### config.mk
export PLATFORM = sky130hd
export DESIGN_NAME = vga_sync_monitor
export DESIGN_NICKNAME = d
export VERILOG_FILES = /design/src/rtl/vga_sync_monitor.sv
export SDC_FILE = /design/constraint.sdc
export NUM_CORES = 1
export LEC_CHECK = 0
export ABC_AREA = 1
export BUFFER_PORTS_ARGS = -buffer_cell sky130_fd_sc_hd__buf_2
export CAP_MARGIN = 20
export CORE_ASPECT_RATIO = 0.5
export CORE_UTILIZATION = 36
export CTS_CLUSTER_DIAMETER = 50
export DETAILED_ROUTE_END_ITERATION = 8
export GPL_TIMING_DRIVEN = 0
export PLACE_DENSITY = 0.54
export SLEW_MARGIN = 20
export SYNTH_ARGS = -nofsm -noshare
export SYNTH_HDL_FRONTEND = slang
export SYNTH_SLANG_ARGS = --single-unit
### constraint.sdc
create_clock -name clk -period 3.11 [get_ports clk]
set_clock_uncertainty 0.1 [all_clocks]
set_input_delay 0.1555 -clock clk [delete_from_list [all_inputs] [get_ports clk]]
set_output_delay 0.1555 -clock clk [all_outputs]
set_load 0.005 [all_outputs]
### src/rtl/vga_sync_monitor.sv
// VGA sync receiver: measures line/frame timing, regenerates x/y and tracks lock.
// Define VGA_SYNC_MON_SYNC_EN to add a two-flop synchronizer on h_sync/v_sync.
module vga_sync_monitor #(
    parameter int unsigned H_W         = 10,
    parameter int unsigned V_W         = 10,
    parameter int unsigned LOCK_FRAMES = 2
) (
    input  logic           clk,
    input  logic           reset,
    input  logic           h_sync,
    input  logic           v_sync,
    input  logic           h_pol,
    input  logic           v_pol,
    output logic [H_W-1:0] h_total,
    output logic [H_W-1:0] h_sync_width,
    output logic [V_W-1:0] v_total,
    output logic [V_W-1:0] v_sync_width,
    output logic [H_W-1:0] x,
    output logic [V_W-1:0] y,
    output logic           frame_start,
    output logic           locked,
    output logic           lock_lost
);

    localparam int unsigned    M_W   = 4;
    localparam logic [H_W-1:0] H_MAX = '1;
    localparam logic [V_W-1:0] V_MAX = '1;

    typedef enum logic [1:0] {
        SEARCH  = 2'd0,
        MEASURE = 2'd1,
        LOCKED  = 2'd2
    } state_t;

    state_t         state;
    logic           h_in, v_in;
    logic           hs_q, hs_q2, vs_q, vs_line;
    logic [H_W-1:0] h_cnt;
    logic [V_W-1:0] vs_cnt;
    logic [H_W-1:0] ref_h_total, ref_h_sw;
    logic [V_W-1:0] ref_v_total, ref_v_sw;
    logic           ref_valid, h_unstable, locked_d;
    logic [M_W-1:0] match_cnt;

`ifdef VGA_SYNC_MON_SYNC_EN
    logic [1:0] h_meta, v_meta;

    // Two-flop synchronizer for sources not timed to clk.
    always_ff @(posedge clk) begin
        if (reset) begin
            h_meta <= '0;
            v_meta <= '0;
        end else begin
            h_meta <= {h_meta[0], h_sync};
            v_meta <= {v_meta[0], v_sync};
        end
    end

    assign h_in = h_meta[1];
    assign v_in = v_meta[1];
`else
    assign h_in = h_sync;
    assign v_in = v_sync;
`endif

    // Polarity-normalised sync sampling and edge history.
    always_ff @(posedge clk) begin
        if (reset) begin
            hs_q  <= 1'b0;
            hs_q2 <= 1'b0;
            vs_q  <= 1'b0;
        end else begin
            hs_q  <= (h_in == h_pol);
            hs_q2 <= hs_q;
            vs_q  <= (v_in == v_pol);
        end
    end

    logic           hs_rise, hs_fall, fs_evt, timeout, ref_eq, h_mis;
    logic [H_W-1:0] h_total_nx;
    logic [V_W-1:0] y_inc;
    logic [M_W-1:0] match_nx;

    assign hs_rise    = hs_q & ~hs_q2;
    assign hs_fall    = ~hs_q & hs_q2;
    assign h_total_nx = h_cnt + H_W'(1);
    assign y_inc      = y + V_W'(1);
    assign match_nx   = match_cnt + M_W'(1);
    assign fs_evt     = hs_rise & vs_q & ~vs_line;
    // Fires once, on the cycle h_cnt steps into saturation; a rise always wins.
    assign timeout    = ~hs_rise & (h_cnt == H_MAX - H_W'(1));
    assign ref_eq     = (h_total_nx == ref_h_total) && (h_sync_width == ref_h_sw) &&
                        (y_inc == ref_v_total) && (v_sync_width == ref_v_sw);
    assign h_mis      = hs_rise & ref_valid & (state != SEARCH) &
                        (h_total_nx != ref_h_total);
    assign x          = h_cnt;

    // Horizontal/vertical counters and measurement capture.
    always_ff @(posedge clk) begin
        if (reset) begin
            h_cnt        <= '0;
            y            <= '0;
            h_total      <= '0;
            h_sync_width <= '0;
            v_total      <= '0;
            v_sync_width <= '0;
            vs_line      <= 1'b0;
            vs_cnt       <= '0;
            frame_start  <= 1'b0;
        end else begin
            frame_start <= fs_evt;
            if (hs_rise) begin
                h_cnt <= '0;
            end else if (h_cnt != H_MAX) begin
                h_cnt <= h_total_nx;
            end
            if (hs_fall) begin
                h_sync_width <= h_total_nx;
            end
            if (hs_rise) begin
                h_total <= h_total_nx;
                vs_line <= vs_q;
                if (fs_evt) begin
                    v_total <= y_inc;
                    y       <= '0;
                end else if (y != V_MAX) begin
                    y <= y_inc;
                end
                if (vs_q) begin
                    if (!vs_line) begin
                        vs_cnt <= V_W'(1);
                    end else if (vs_cnt != V_MAX) begin
                        vs_cnt <= vs_cnt + V_W'(1);
                    end
                end else if (vs_line) begin
                    v_sync_width <= vs_cnt;
                    vs_cnt       <= '0;
                end
            end
        end
    end

    // Lock FSM: reference capture, frame matching and lock loss detection.
    always_ff @(posedge clk) begin
        if (reset) begin
            state       <= SEARCH;
            ref_valid   <= 1'b0;
            match_cnt   <= '0;
            h_unstable  <= 1'b0;
            ref_h_total <= '0;
            ref_h_sw    <= '0;
            ref_v_total <= '0;
            ref_v_sw    <= '0;
            locked      <= 1'b0;
            locked_d    <= 1'b0;
            lock_lost   <= 1'b0;
        end else begin
            locked_d  <= locked;
            lock_lost <= locked_d & ~locked;
            if (fs_evt) begin
                h_unstable <= 1'b0;
            end else if (h_mis) begin
                h_unstable <= 1'b1;
            end
            if (timeout) begin
                state      <= SEARCH;
                locked     <= 1'b0;
                ref_valid  <= 1'b0;
                match_cnt  <= '0;
                h_unstable <= 1'b0;
            end else begin
                case (state)
                    SEARCH: begin
                        if (fs_evt) begin
                            state     <= MEASURE;
                            ref_valid <= 1'b0;
                            match_cnt <= '0;
                        end
                    end
                    MEASURE: begin
                        if (fs_evt) begin
                            if (ref_valid && ref_eq && !h_unstable) begin
                                match_cnt <= match_nx;
                                if (match_nx == M_W'(LOCK_FRAMES)) begin
                                    state  <= LOCKED;
                                    locked <= 1'b1;
                                end
                            end else begin
                                ref_h_total <= h_total_nx;
                                ref_h_sw    <= h_sync_width;
                                ref_v_total <= y_inc;
                                ref_v_sw    <= v_sync_width;
                                ref_valid   <= 1'b1;
                                match_cnt   <= '0;
                            end
                        end
                    end
                    LOCKED: begin
                        if (fs_evt ? !(ref_eq && !h_unstable) : h_mis) begin
                            state       <= MEASURE;
                            locked      <= 1'b0;
                            match_cnt   <= '0;
                            h_unstable  <= 1'b0;
                            ref_h_total <= h_total_nx;
                            ref_h_sw    <= h_sync_width;
                            // Mid-frame reload keeps the last completed frame height.
                            ref_v_total <= fs_evt ? y_inc : v_total;
                            ref_v_sw    <= v_sync_width;
                        end
                    end
                    default: begin
                        state  <= SEARCH;
                        locked <= 1'b0;
                    end
                endcase
            end
        end
    end

endmodule

==> metrics <==
Cells after Synth=976; layout cells sized above 1=13.9%; Std-Cell Rows=33; vias in the first global route=around 5,800; Compound-Gate Fraction of Synth Area=between 10% and 20%; Yosys cell types=34; die area=18,100 sq um; Synth Area in Adders=1.98%; worst-skew pair later-pin latency=430 ps; critical path startpoint=x[0]$_SDFFE_PP0P_; most used cell, CP=nand2_1; Yosys top cell area share=40.0%; CP Cell Sequence=buf_6 > inv_2 > ha_4 > xor2_1 > nand2_1 > nor2_1 > nand3_1 > nor2_4 > nand2_1 > nor2_2 > nand4_1 > nor2_1 > nor2_2 > nand2_4 > buf_6 > nand2_1 > nand2_1 > nor2_1; top cells by area, synth=dfxtp_1 40%, nand2_1 16%, nor2_1 9.6%; FF-to-FF Start=x[0]$_SDFFE_PP0P_; IO Port Bufs=67; post-route setup TNS=0 ps; first-pass GRT wire length=30,100 microns; Layout area overhead=20.0%; final hold vios=0; maximum clock path buffer count=2; Slowest cell on crit path=dfxtp_2; routed vias=~6,300; Avg Cell Area, Syn=roughly 6.5 sq um; Routability Congestion=about 0.85; WP data arrival=roughly 3000 ps; First-pass DRT Iterations=6; RSZ-0062 raised after global routing=false; Initial DRC Count=roughly 490; Worst-Margin Slew=730 ps; crit-path max cell delay=360 ps; fmax=around 0.35 GHz; final period utilization=between 90 and 100%; Core Region=16,800 sq um; Multi-input gate area=between 3000 and 4000 sq um; fill count=roughly 1,800; fin. max-slew vios=0; Num CTS Buffers=17; H-tree levels=4; CTS tree=done; main combinational cell family by area after synthesis=simple AND/OR/NAND/NOR gates; post-synthesis xor/xnor area fraction=under 10%; vias per cell=between 4 and 5; gr ovfl total=0; Tot Pwr=between 5 and 6 mW; Die Wd=189 microns; GRT Util Overall=22.0%; worst-case reg-to-reg path depth=18; Starting Density=between 30% and 40%; share of flip-flops with an asynchronous set or reset=0%; minimum hold slack=between 100 and 150 ps; total wire length=roughly 19,000 microns; area leader, netlist=dfxtp_1; Post-Syn Area=6310 sq um; top-count cell post-synth=nand2_1; Period minus WS final=approximately 2900 ps; Nets=between 1,000 and 1,500; sequential share of the synthesized area=40.0%; top cells by count, synth=274 x nand2_1, 162 x nor2_1, 131 x inv_1; Startpoint Class=register; Required @ worst endpoint=3330 ps; Worst Setup End Kind=register; Ys Warns=0; EDFF count, synth=0; Worst Setup EP=ref_v_total[8]$_SDFFE_PP0P_; antenna cell count=0; CP Max Fanout=10; register area=between 2000 and 3000 sq um; Die Height=between 90 and 100 microns; outcome=complete, no violations; Finish-stage setup viols=0; FF-to-FF End=ref_v_total[8]$_SDFFE_PP0P_; Yosys reg bits=roughly 130; Routed WL per cell=about 14 microns; dominant synthesized flop cell=dfxtp_1; PD cells=~770 nW/um^2; Final ANT Viol Nets=0; CTS root buf=clkbuf_16; Synth Area in Simple Gates=between 30% and 40%; Pleak=3.58 nW; Post-DP HPWL=13,900 microns; mux cell area share after synthesis=0%; Worst Hold Class=in2reg; Rel. slew slack=about half; largest net degree at the start of global routing=17; # clock sinks=126; I/O pins=between 60 and 70; R2R setup slack=between 200 and 250 ps; initial antenna violation count=0; CTS clk-pin slew, worst paths=70 ps; DRC=0; VDD IR-drop max=just under 0.0005 V; Max Cap Viol=0; critical path class=reg2reg; Synthesized Nets=between 900 and 1,000
cell families (layout without fill, tap and decap cells):
| kind of cell | after synthesis | after routing |
|---|---|---|
| flip-flops | 126 | 126 |
| adder cells (fa/ha/maj) | 10 | 10 |
| AO/OA/AOI/OAI | 123 | 123 |
| XOR/XNOR | 10 | 10 |
| buffers and inverters | 167 | 271 |
| AND/OR/NAND/NOR | 540 | 540 |
placed cells by master (no fill, tap or decap), types with 9 or more instances in the layout:
cell,count
nand3_1,62
xor2_1,9
nor2_2,11
nor3_1,9
nand2_1,274
a21oi_1,48
clkbuf_16,17
o21ai_0,59
nor2_1,156
inv_1,131
clkbuf_1,15
buf_2,74
dfxtp_1,122
layer usage:
metal  vias to the layer above  GRT usage, %  wire length, microns
met5                         -             0                     0
met4                         0          7.73                   288
met3                        27          3.24                   894
met2                       144          32.8                  7450
met1                      2864          32.0                 10200
li1                       3225             -                     -
flip-flops by register name, summed over array words and instances, names as in the netlist, 2 cells and up:
signal        cells
x                10
y                10
ref_h_total      10
v_sync_width     10
h_sync_width     10
ref_v_sw         10
h_total          10
match_cnt         4
vs_cnt           10
ref_h_sw         10
ref_v_total      10
state             2
v_total          10
area by class of cell:
class                   instances  area share [%]
multi-input cells             683            41.8
flip-flops and latches        126            33.4
inverters                     139            6.89
clock buffers                  18            5.67
repair buffers                 72            5.06
well taps                     227            3.75
plain buffers                  28            2.00
clock inverters                14            1.47
what timing repair did:
item | in CTS | in global routing
endpoints found under the hold margin | 2 | 0
hold buffers | 4 | 0
resized for setup | 3 | 13
endpoints found under the setup margin | 38 | 46
pin swaps | 1 | 1
buffers inserted | 1 | 0
worst min path at each step:
stage	slack [ps]	depth (start not counted)	start	end
finish	110	2	reset	hs_q2$_SDFF_PP0_
global route	110	2	reset	hs_q2$_SDFF_PP0_
detailed placement	320	3	v_sync	vs_q$_SDFF_PP0_
CTS	110	2	reset	hs_q2$_SDFF_PP0_
global placement	310	3	h_sync	hs_q$_SDFF_PP0_
floorplan	200	2	h_sync	hs_q$_SDFF_PP0_
per-stage QoR:
step           instance area [sq um]  utilization (%)  std cells  setup WS [ps]
6_report                        7570             45.2       1307            238
5_1_grt                         7570             45.2       1307           12.8
4_1_cts                         7520             44.9       1307           9.17
3_5_place_dp                    6930             41.3       1270          -74.0
3_3_place_gp                    6930             41.3       1270          -56.3
2_1_floorplan                   6310                -        976            666
where the power goes:
group	total (mW)	switching, mW	internal [mW]
clock network	1.87	0.842	1.03
logic	2.04	1.34	0.706
registers	1.95	0.135	1.81
total	5.86	2.32	3.55
worst max-delay path, delay by kind of cell (launching register included):
family / cells / cell delay (ps)
buf+inv: 3 / 390
flops: 1 / 360
simple gates: 13 / 1480
fa+ha+maj: 1 / 290
xor+xnor: 1 / 140
No activity file was read; power rests on OpenSTA's default activity.
